## config.mk

```make
export PLATFORM = sky130hd
export DESIGN_NAME = nibble_serial_adder_flat
export DESIGN_NICKNAME = d
export VERILOG_FILES = /design/src/rtl/nibble_serial_adder_pkg.sv /design/src/rtl/nibble_serial_adder_if.sv /design/src/rtl/nibble_serial_adder_nibble_adder.sv /design/src/rtl/nibble_serial_adder.sv /design/src/flat_wrapper.sv
export SDC_FILE = /design/constraint.sdc
export NUM_CORES = 1
export LEC_CHECK = 0
export ABC_AREA = 1
export CAP_MARGIN = 40
export CORE_MARGIN = 4
export CORE_UTILIZATION = 30
export CTS_CLUSTER_SIZE = 40
export DETAILED_ROUTE_END_ITERATION = 12
export HOLD_SLACK_MARGIN = 0.03
export PLACE_DENSITY = 0.48
export SLEW_MARGIN = 20
export SYNTH_ARGS = -nofsm -noshare
export SYNTH_HDL_FRONTEND = slang
export SYNTH_HIERARCHICAL = 1
export SYNTH_SLANG_ARGS = --single-unit
```

## constraint.sdc

```tcl
create_clock -name clk -period 3.1 [get_ports clk]
set_input_delay 0.775 -clock clk [delete_from_list [all_inputs] [get_ports clk]]
set_output_delay 0.775 -clock clk [all_outputs]
set_load 0.01 [all_outputs]
```

## src/rtl/nibble_serial_adder_pkg.sv

```systemverilog
// adder_pkg: shared definitions for the nibble-serial adder.
//   NIB_W   : width of one slice processed per RUN cycle.
//   state_t : controller states (IDLE, RUN, DONE).
package adder_pkg;

  localparam int NIB_W = 4;

  typedef enum logic [1:0] {
    IDLE = 2'd0,
    RUN  = 2'd1,
    DONE = 2'd2
  } state_t;

endpackage

```

## src/rtl/nibble_serial_adder_if.sv

```systemverilog
// nibble_serial_adder_if: operand/result bundle for nibble_serial_adder.
//   in_valid/in_ready   : operand handshake (A, B, Cin)
//   out_valid/out_ready : result handshake (Sum)
//   busy                : controller is not IDLE
//
// Handshake rule (both directions): a transfer happens on a rising clk edge
// where valid && ready. The producer holds its payload stable while valid is
// high and ready is low; ready never depends combinationally on valid.
interface nibble_serial_adder_if
  import adder_pkg::*;
#(
  parameter int NIBBLES = 4
) ();

  logic                     in_valid;
  logic                     in_ready;
  logic [NIB_W*NIBBLES-1:0] A;
  logic [NIB_W*NIBBLES-1:0] B;
  logic                     Cin;
  logic                     out_valid;
  logic                     out_ready;
  logic [NIB_W*NIBBLES:0]   Sum;
  logic                     busy;

  modport master (
    output in_valid, A, B, Cin, out_ready,
    input  in_ready, out_valid, Sum, busy
  );

  modport slave (
    input  in_valid, A, B, Cin, out_ready,
    output in_ready, out_valid, Sum, busy
  );

endinterface

```

## src/rtl/nibble_serial_adder_nibble_adder.sv

```systemverilog
// nibble_adder: 4-bit combinational ripple-carry adder made of full-adder cells.
//   a, b : 4-bit addends
//   ci   : carry-in
//   s    : 4-bit sum
//   co   : carry-out of bit 3
module nibble_adder
  import adder_pkg::*;
(
  input  logic [NIB_W-1:0] a,
  input  logic [NIB_W-1:0] b,
  input  logic             ci,
  output logic [NIB_W-1:0] s,
  output logic             co
);

  logic [NIB_W:0] carry;

  always_comb begin
    carry    = '0;
    s        = '0;
    carry[0] = ci;
    for (int i = 0; i < NIB_W; i++) begin
      s[i]       = a[i] ^ b[i] ^ carry[i];
      carry[i+1] = (a[i] & b[i]) | (carry[i] & (a[i] ^ b[i]));
    end
  end

  assign co = carry[NIB_W];

endmodule

```

## src/rtl/nibble_serial_adder.sv

```systemverilog
// nibble_serial_adder: adds two NIBBLES*4-bit unsigned operands plus a
// carry-in, one nibble per clock, reusing a single nibble_adder.
//   clk   : rising-edge clock
//   rst   : asynchronous active-high reset
//   bus   : slave side of nibble_serial_adder_if (operands, result, busy)
//   state : controller state, exported for observation
// Latency is NIBBLES cycles from the accept edge to out_valid; one operation
// is in flight at a time and operands offered outside IDLE are ignored.
module nibble_serial_adder
  import adder_pkg::*;
#(
  parameter int NIBBLES = 4
) (
  input  logic                        clk,
  input  logic                        rst,
  nibble_serial_adder_if.slave        bus,
  output state_t                      state
);

  localparam int OP_W  = NIB_W * NIBBLES;
  localparam int SUM_W = OP_W + 1;
  localparam int CNT_W = $clog2(NIBBLES);

  state_t            next_state;
  logic [OP_W-1:0]   a_reg;
  logic [OP_W-1:0]   b_reg;
  logic [SUM_W-1:0]  sum_reg;
  logic [CNT_W-1:0]  cnt;
  logic              c;
  logic              last;
  logic [31:0]       base;
  logic [NIB_W-1:0]  nib_s;
  logic              nib_co;

  assign last = (cnt == CNT_W'(NIBBLES - 1));
  // Bit offset of the nibble currently being processed.
  assign base = 32'(cnt) * 32'(NIB_W);

  nibble_adder u_nibble_adder (
    .a  (a_reg[base +: NIB_W]),
    .b  (b_reg[base +: NIB_W]),
    .ci (c),
    .s  (nib_s),
    .co (nib_co)
  );

  // State register.
  always_ff @(posedge clk or posedge rst) begin
    if (rst) state <= IDLE;
    else     state <= next_state;
  end

  // Next-state logic.
  always_comb begin
    next_state = state;
    case (state)
      IDLE:    if (bus.in_valid)  next_state = RUN;
      RUN:     if (last)          next_state = DONE;
      DONE:    if (bus.out_ready) next_state = IDLE;
      default: next_state = IDLE;
    endcase
  end

  // Datapath: operand capture, per-nibble accumulation, final carry.
  always_ff @(posedge clk or posedge rst) begin
    if (rst) begin
      a_reg   <= '0;
      b_reg   <= '0;
      sum_reg <= '0;
      cnt     <= '0;
      c       <= 1'b0;
    end else begin
      case (state)
        IDLE: begin
          if (bus.in_valid) begin
            a_reg   <= bus.A;
            b_reg   <= bus.B;
            c       <= bus.Cin;
            cnt     <= '0;
            sum_reg <= '0;
          end
        end
        RUN: begin
          sum_reg[base +: NIB_W] <= nib_s;
          c                      <= nib_co;
          // cnt parks at NIBBLES-1 on the last slice so it never overruns.
          if (last) sum_reg[SUM_W-1] <= nib_co;
          else      cnt              <= cnt + 1'b1;
        end
        default: begin
        end
      endcase
    end
  end

  assign bus.in_ready  = (state == IDLE);
  assign bus.out_valid = (state == DONE);
  assign bus.busy      = (state != IDLE);
  assign bus.Sum       = sum_reg;

endmodule

```

## src/flat_wrapper.sv

```systemverilog
// flat-port wrapper written by rule: the top's interface ports become plain ports
module nibble_serial_adder_flat import adder_pkg::*;
#(
  parameter int NIBBLES = 4
)
  (clk, rst, state, bus_in_valid, bus_A, bus_B, bus_Cin, bus_out_ready, bus_in_ready, bus_out_valid, bus_Sum, bus_busy);
  nibble_serial_adder_if #(.NIBBLES(NIBBLES)) bus_i ();
  input  logic clk;
  input  logic rst;
  output state_t state;
  input wire logic [$bits(bus_i.in_valid)-1:0] bus_in_valid;
  input wire logic [$bits(bus_i.A)-1:0] bus_A;
  input wire logic [$bits(bus_i.B)-1:0] bus_B;
  input wire logic [$bits(bus_i.Cin)-1:0] bus_Cin;
  input wire logic [$bits(bus_i.out_ready)-1:0] bus_out_ready;
  output wire logic [$bits(bus_i.in_ready)-1:0] bus_in_ready;
  output wire logic [$bits(bus_i.out_valid)-1:0] bus_out_valid;
  output wire logic [$bits(bus_i.Sum)-1:0] bus_Sum;
  output wire logic [$bits(bus_i.busy)-1:0] bus_busy;
  assign bus_i.in_valid = bus_in_valid;
  assign bus_i.A = bus_A;
  assign bus_i.B = bus_B;
  assign bus_i.Cin = bus_Cin;
  assign bus_i.out_ready = bus_out_ready;
  assign bus_in_ready = bus_i.in_ready;
  assign bus_out_valid = bus_i.out_valid;
  assign bus_Sum = bus_i.Sum;
  assign bus_busy = bus_i.busy;
  nibble_serial_adder #(.NIBBLES(NIBBLES)) u_core (.clk(clk), .rst(rst), .bus(bus_i), .state(state));
endmodule
```

==> results by stage, run 1 <==
Floorplan:
- The row count is 33.
- The height of the chip is 101.1 um.
- The floorplan step set the die width to 101.1 um.
- The floorplan step defined a core boundary enclosing approximately 8300 um2.
- The initial utilization of the core area, before any placement, comes to 0.3116.
- For this design the top-level I/O count stands at 59.
- The die footprint is around 10000 um2.

Global routing:
- The first global-routing pass estimated approximately 11 mm of wire.
- The number of global-route vias before repair is 2255.
- The number of antenna violations at the first check in global routing came to 0.
- The largest net degree at the start of global routing is 55.
- For this run, the total global-route usage over all layers was measured as 0.1303.
- Global routing finished with a remaining overflow of 0.

Critical path:
- The worst setup path is of the reg2reg kind.
- Along the worst path, the maximum fanout reaches 10.
- The critical path startpoint category is a flop.
- The required time of the critical path is 3320 ps.
- Data arrives at the worst endpoint at 3090 ps.
- STA classifies the critical path endpoint as a flop.

Timing:
- The final critical-path setup slack is 231.1 ps.
- The total setup violations reported at the end of the flow is 0.
- The actual transition at the worst max-transition pin is between 300 and 400 ps.
- In this run the tightest slew margin relative to its limit is 0.7856.
- The worst path in the final design needs a cycle of 2869 ps, including I/O delays and setup.
- Adding up every negative setup slack in the final design gives 0 ps.
- The final worst hold slack is a little under 500 ps.
- Setup repair after global routing left no endpoint under its margin.
- Across the routed clock network, the largest skew measured is 9.592 ps.
- The part of the cycle the worst path needs is 0.9254.
- The number of slew-limit violations in the final report came to 0.
- The final-report hold violation count is 0.
- The highest attainable clock frequency is 348.6 MHz.

Logic synthesis:
- Synthesis inferred 54 register bits.
- For this run, the register share of the synthesized area comes to 0.5200.
- The warning count from the yosys run is 6.
- The number of nets handed over by synthesis was 359.
- The area of the mapped netlist is 2599 um2.
- The cell count after synthesis came out at 313.
- The per-instance average area after synthesis is 8.303 um2.
- The synthesized netlist contains 23 unique library cells.

Drt:
- Summed over all layers, the routed wires come to ~6.3 mm.
- The wire length on met3 is 333 um.
- The detailed router placed 2178 vias in this run.
- In this run the top signal layer used is met4.
- The violation count after the first detailed-routing iteration is 50.
- After detailed routing, the number of remaining DRC violations is 0.
- The vias per cell is 4.538.
- In the detailed route, the total length drawn on met2 is about 2.9 mm.
- Before antenna repair, the detailed router went through 4 iterations.
- The detail route stage leaves a number of antenna-violating nets equal to 0.
- The detailed router put a total of 3.049 mm of wire on met1.
- Dividing the detail-routed wire length by the instance count gives 13.14 um.

CTS:
- The CTS tree is built.
- The clock latency reported for the late side of the worst-skew pair is approximately 310 ps.
- For this design, the sink count on the clock tree is 54.
- The number of hold-repair buffers added at the cts stage is 0.
- The number of buffers created by CTS is 5.
- Clock-pin slew was measured on the worst setup and hold paths at 100 ps.
- The deepest level of the CTS H-tree is 2.
- The master cell of the clock root buffer is clkbuf_8.
- The number of setup buffers added after CTS is 0.
- In this run the deepest clock path goes through 2 buffers.
- Gates resized during post-CTS repair numbered 0.

Cells and area:
- The count of antenna diodes in the layout is 0.
- The net count of the finished layout is between 400 and 500.
- The post-layout utilization of the core is 0.4083.
- The filler cells instantiated in the layout total 856.
- The share of final-layout standard cells stronger than drive strength 1 is 0.06667.
- The register with the most flip-flops in the layout has 17 of them.
- The area added between synthesis and finish is 31.05%.

Status:
- The run finished with clean final reports.

Placement:
- The half-perimeter wire length after placement is 4.751 mm.
- The number of input and output port buffers inserted is 58.
- The final estimated routing congestion in global placement is 0.8271.
- Timing analysis after detailed placement gives a worst setup slack of 232.7 ps.

Power and ir drop:
- For this design the ratio of total power to cell area is around 980 nW/um2.
- For this design the static power due to leakage is 1.625 nW.
- The worst-case IR drop observed on VDD is 0.0002845 V.
- Overall power consumption after layout is estimated at approximately 0.0033 W.

Flow run:
- Max-cap violations in this run came to 0.

Hold path:
- The tightest min-delay check is of the reg2reg type.
power by group:
| group | switching, W | internal, W |
|---|---|---|
| Clock | 0.000224 | 0.000181 |
| Sequential | 0.000193 | 0.000995 |
| Combinational | 0.00104 | 0.000690 |
| Total | 0.00146 | 0.00187 |
synth_stat cells:
cell      instances  area [um2]
nor2_4            3       33.78
clkbuf_1          1       3.750
buf_4             3       22.52
inv_4             1       6.260
clkinv_4          1       8.760
o31ai_1           1       7.510
inv_2             1       3.750
o21ai_0          31       155.2
nor2_1           20       75.07
fa_1              4       80.08
inv_1            22       82.58
ha_1              5       62.56
buf_2             7       35.03
o21ai_1           5       25.02
nand2_4           1       11.26
a21oi_1           1       5.000
nand4_2           1       12.51
dfrtp_1          54        1351
nand2_1         120       450.4
nand3_1          20       100.1
o22ai_1           8       50.05
nand2_2           2       12.51
clkinv_1          1       3.750
cell usage in the layout, fill, tap and decap left out:
| master | synthesis | routed |
|---|---|---|
| clkinv_2 | 0 | 1 |
| o31ai_1 | 1 | 1 |
| clkinv_4 | 1 | 1 |
| fa_1 | 4 | 4 |
| o21ai_0 | 31 | 31 |
| clkbuf_1 | 1 | 1 |
| dfrtp_1 | 54 | 54 |
| inv_2 | 1 | 2 |
| clkinv_1 | 1 | 1 |
| buf_4 | 3 | 6 |
| nor2_1 | 20 | 20 |
| inv_1 | 22 | 21 |
| inv_4 | 1 | 1 |
| o22ai_1 | 8 | 8 |
| ha_1 | 5 | 5 |
| clkdlybuf4s50_1 | 0 | 58 |
| nand4_2 | 1 | 1 |
| a21oi_1 | 1 | 1 |
| o21ai_1 | 5 | 5 |
| nand2_1 | 120 | 120 |
| nand2_4 | 1 | 1 |
| nor2_4 | 3 | 3 |
| nand3_1 | 20 | 20 |
| clkbuf_8 | 0 | 6 |
| buf_12 | 0 | 1 |
| nand2_2 | 2 | 2 |
cell families (layout without fill, tap and decap cells):
family,Yosys count,in the layout,synth area share
buf+inv,37,99,0.06403
compound gates,46,46,0.09340
flops,54,54,0.5200
fa+ha+maj,9,9,0.05489
simple gates,167,167,0.2677
routing by layer:
| metal | up-vias | track usage |
|---|---|---|
| met3 | 8 | 0.02699 |
| li1 | 1109 | - |
| met1 | 1018 | 0.1828 |
| met5 | - | 0 |
| met2 | 43 | 0.2047 |
| met4 | 0 | 0.03374 |
path summary, 6_finish.rpt:
check	start	to	slack, ps	cells after the start
worst min-delay path	u_core/a_reg[8]$_DFFE_PP0P_	u_core/a_reg[8]$_DFFE_PP0P_	490	2
worst max register to register	u_core/cnt[0]$_DFFE_PP0P_	u_core/bus.Sum[7]$_DFFE_PP0P_	230	13
min in group asynchronous	rst	u_core/bus.Sum[1]$_DFFE_PP0P_	840	3
worst min register to register	u_core/a_reg[8]$_DFFE_PP0P_	u_core/a_reg[8]$_DFFE_PP0P_	490	2
worst max-delay path	u_core/cnt[0]$_DFFE_PP0P_	u_core/bus.Sum[7]$_DFFE_PP0P_	230	13
max in group asynchronous	rst	u_core/cnt[0]$_DFFE_PP0P_	2030	3
stage by stage:
step / area (um2) / std cells
3_5_place_dp: 3314 / 472
3_3_place_gp: 3314 / 472
2_1_floorplan: 2599 / 313
4_1_cts: 3406 / 480
6_report: 3406 / 480
5_1_grt: 3406 / 480
critical path: stages (launching register included):
cell	delay, ps
dfrtp_1	410
buf_4	180
o21ai_0	160
o22ai_1	130
fa_1	420
inv_1	70
fa_1	150
inv_1	50
fa_1	350
inv_1	70
fa_1	400
inv_1	100
nand3_1	100
o21ai_0	180
layout make-up:
| class | count | area (um2) | share of cell area |
|---|---|---|---|
| flip-flops and latches | 54 | 1351 | 0.3968 |
| multi-input cells | 222 | 1081 | 0.3174 |
| repair buffers | 65 | 645.6 | 0.1896 |
| well taps | 105 | 131.4 | 0.03857 |
| inverters | 26 | 105.1 | 0.03086 |
| clock buffers | 7 | 86.33 | 0.02535 |
| clock inverters | 1 | 5.005 | 0.001470 |
No activity file was read; power rests on OpenSTA's default activity.
==> run 2, diff against run 1 <==
--- a/config.mk
+++ b/config.mk
@@ -13,6 +13,7 @@
 export DETAILED_ROUTE_END_ITERATION = 12
 export HOLD_SLACK_MARGIN = 0.03
 export PLACE_DENSITY = 0.48
+export SETUP_SLACK_MARGIN = 0.1
 export SLEW_MARGIN = 20
 export SYNTH_ARGS = -nofsm -noshare
 export SYNTH_HDL_FRONTEND = slang
==> constraint.sdc (replaced) <==
create_clock -name clk -period 3.64 [get_ports clk]
set_input_delay 0.91 -clock clk [delete_from_list [all_inputs] [get_ports clk]]
set_output_delay 0.91 -clock clk [all_outputs]
set_load 0.01 [all_outputs]
==> results by stage, run 2 (same netlist as run 1, synthesis figures left out) <==
Critical path:
- The worst path arrival time was 3240 ps (+150 ps).
- The number of buffer and inverter instances along the worst setup path is 5 (unchanged).
- The required time of the critical path is 3860 ps (+540 ps).
- The cell type group with the largest total delay on the critical path is adder cells.
- The biggest cell delay along the critical path was 550 ps (+130 ps).
- The critical path startpoint category is a flop.
- The worst register-to-register path begins at u_core/cnt[1]$_DFFE_PP0P_.
- Walking the worst path, the cells encountered are inv_1 > o21ai_0 > o22ai_1 > fa_1 > inv_1 > fa_1 > inv_1 > fa_1 > inv_1 > fa_1 > inv_1 > nand3_1 > o21ai_0.
- The critical path is of the reg2reg type.
- In this run the worst setup path begins at u_core/cnt[1]$_DFFE_PP0P_.
- The largest individual stage delay along the critical path comes from the cell dfrtp_1.
- The maximum fanout along the worst path is 12 (+2).
- The most common cell type on the critical path is inv_1.
- The kind of capture point of the worst setup path is a flop.

Power and ir drop:
- The power density relative to cell area is 838.8 nW/um2 (-14%).
- The total power is 0.002827 W (-15%).
- The worst supply voltage drop on vdd is 0.0002450 V (-14%).
- The static leakage is 1.606 nW (-1.2%).

Timing:
- The final worst hold slack came to 491.1 ps (+5.473 ps).
- The actual transition at the worst max-transition pin was 680.6 ps (+359.0 ps).
- The final-report hold violation count was 0 (unchanged).
- The final critical-path setup slack is 619.4 ps (+388.3 ps).
- The relative slew slack is 0.5463 (-0.2393).
- The final clock skew is 12.14 ps (+2.544 ps).
- The minimum clock period is 3021 ps (+151.7 ps).
- The part of the cycle the worst path needs is 0.8298 (-0.09561).
- Setup repair after global routing left no endpoint under its margin.
- The total setup violations reported at the end of the flow is 0 (unchanged).
- The highest attainable clock frequency came to 331.1 MHz (-5.0%).
- The final total negative setup slack is 0 ps (unchanged).
- The number of slew-limit violations in the final report is 0 (unchanged).

CTS:
- The largest buffer count on any clock path was 2 (unchanged).
- The post-cts sizing count was 0 (unchanged).
- The CTS tree is built.
- The clock edge transition at the registers on the reported setup and hold paths is 90 ps (about the same).
- The number of buffers created by CTS is 5 (unchanged).
- The number of setup buffers added after CTS was 0 (unchanged).
- The deepest level of the CTS H-tree was 2 (unchanged).
- The clock latency reported for the late side of the worst-skew pair came to 310 ps (about the same).
- The number of hold-repair buffers added at the cts stage is 0 (unchanged).
- The number of clock sinks is 54 (unchanged).
- The master cell of the clock root buffer is clkbuf_8.

Drt:
- The number of vias in the routed layout is 2157 (-0.96%).
- The count of unresolved DRC violations after routing is 0 (unchanged).
- The number of detailed-route iterations in the first pass was 4 (unchanged).
- The final wirelength is 6.192 mm (-1.9%).
- The violation count after the first detailed-routing iteration came to 62 (+24%).
- The remaining antenna violation count came to 0 (unchanged).
- The routed wire length per instance was 12.98 um (-1.2%).
- The vias per cell is 4.522 (-0.34%).

Placement:
- The placed cell area is 3279 um2 (-1.1%).
- The final estimated routing congestion in global placement is 0.7680 (-7.1%).
- The worst slack at placement is 652.7 ps (+420.0 ps).
- The number of input and output port buffers inserted is 58 (unchanged).
- The half-perimeter wire length after placement is 4.669 mm (-1.7%).

Floorplan:
- The I/O pin count is 59 (unchanged).
- The height of the chip is 101.1 um (unchanged).
- The starting density of the core is 0.3116 (unchanged).
- The die span in x is 101.1 um (unchanged).
- The core outline area is 8341 um2 (unchanged).
- The die footprint is 10220 um2 (unchanged).
- The row count was 33 (unchanged).

Cells and area:
- The area added between synthesis and finish is 29.71%.
- The final-stage net count is 417 (-0.71%).
- The count of antenna diodes in the layout is 0 (unchanged).
- In the layout the commonest cells are nand2_1 (120), clkdlybuf4s50_1 (58), dfrtp_1 (54).
- The final instance area was 3371 um2 (-1.0%).
- The share of final-layout standard cells stronger than drive strength 1 is 0.05914 (-0.007527).
- The number of flip-flops in the largest register is 17 (unchanged).
- The leading cell type in the layout, fill and taps excluded is nand2_1.
- The number of filler instances in the final layout is 874 (+2.1%).
- The area occupied by registers was 1351 um2 (unchanged).
- The total area of multi-input combinational cells is 1081 um2 (unchanged).

Global routing:
- The number of global-route vias before repair is 2127 (-5.7%).
- The global-route track usage on met3 is 0.02630 (-0.0006920).
- After global routing, the most crowded layer is met2.
- The global routing usage on met1 is 0.1879 (+0.005010).
- The largest net degree at the start of global routing is 55 (unchanged).
- The number of antenna violations at the first check in global routing is 0 (unchanged).
- The combined global-route utilization of all metal layers is 0.1285 (-0.001824).
- The total global routing overflow is 0 (unchanged).
- The met2 usage is 0.1922 (-0.01258).
- The wire length of the first global-routing pass is 10.43 mm (-2.5%).

Flow run:
- The number of violations of the max-capacitance limit came to 0 (unchanged).

Hold path:
- The worst hold path begins at u_core/a_reg[11]$_DFFE_PP0P_.
- The worst min-delay path class is reg2reg.

Status:
- The run finished with clean final reports.
-- run 2: power breakdown --
part	switching [W]	internal, W
combinational	0.000884	0.000576
sequential	0.000174	0.000847
clock	0.000193	0.000154
-- run 2: worst reg2reg max path, stage by stage (launching register included) --
cell and delay [ps]:
dfrtp_1 550, inv_1 260, o21ai_0 130, o22ai_1 120, fa_1 420, inv_1 70, fa_1 160, inv_1 50
fa_1 350, inv_1 80, fa_1 400, inv_1 100, nand3_1 100, o21ai_0 170
-- run 2: area by class of cell --
class | count | share of cell area
sequential | 54 | 0.4009
multi-input combinational | 222 | 0.3207
clock buffer | 7 | 0.02561
timing repair buffer | 62 | 0.1811
inverter | 26 | 0.03118
clock inverter | 1 | 0.001485
tap | 105 | 0.03898
-- run 2: per-stage QoR --
stage                       util  cells
after floorplan                -    313
after global placement    0.3932    469
after detailed placement  0.3932    469
after CTS                 0.4041    477
after global routing      0.4041    477
final                     0.4041    477
-- run 2: path summary, 6_finish.rpt --
path                                            endpoint  slack [ps]  cells past startpoint
max in group asynchronous      u_core/cnt[1]$_DFFE_PP0P_        2080                      3
max reg2reg                u_core/bus.Sum[7]$_DFFE_PP0P_         620                     13
min in group asynchronous    u_core/a_reg[8]$_DFFE_PP0P_        1110                      3
min                         u_core/a_reg[11]$_DFFE_PP0P_         490                      2
min reg2reg                 u_core/a_reg[11]$_DFFE_PP0P_         490                      2
max                        u_core/bus.Sum[7]$_DFFE_PP0P_         620                     13
-- run 2: per-layer routing --
layer  vias to the layer above  share of wire
met5                         -              0
met4                         0         0.0089
met3                         5          0.051
met2                        53           0.45
met1                       995           0.50
li1                       1104              -
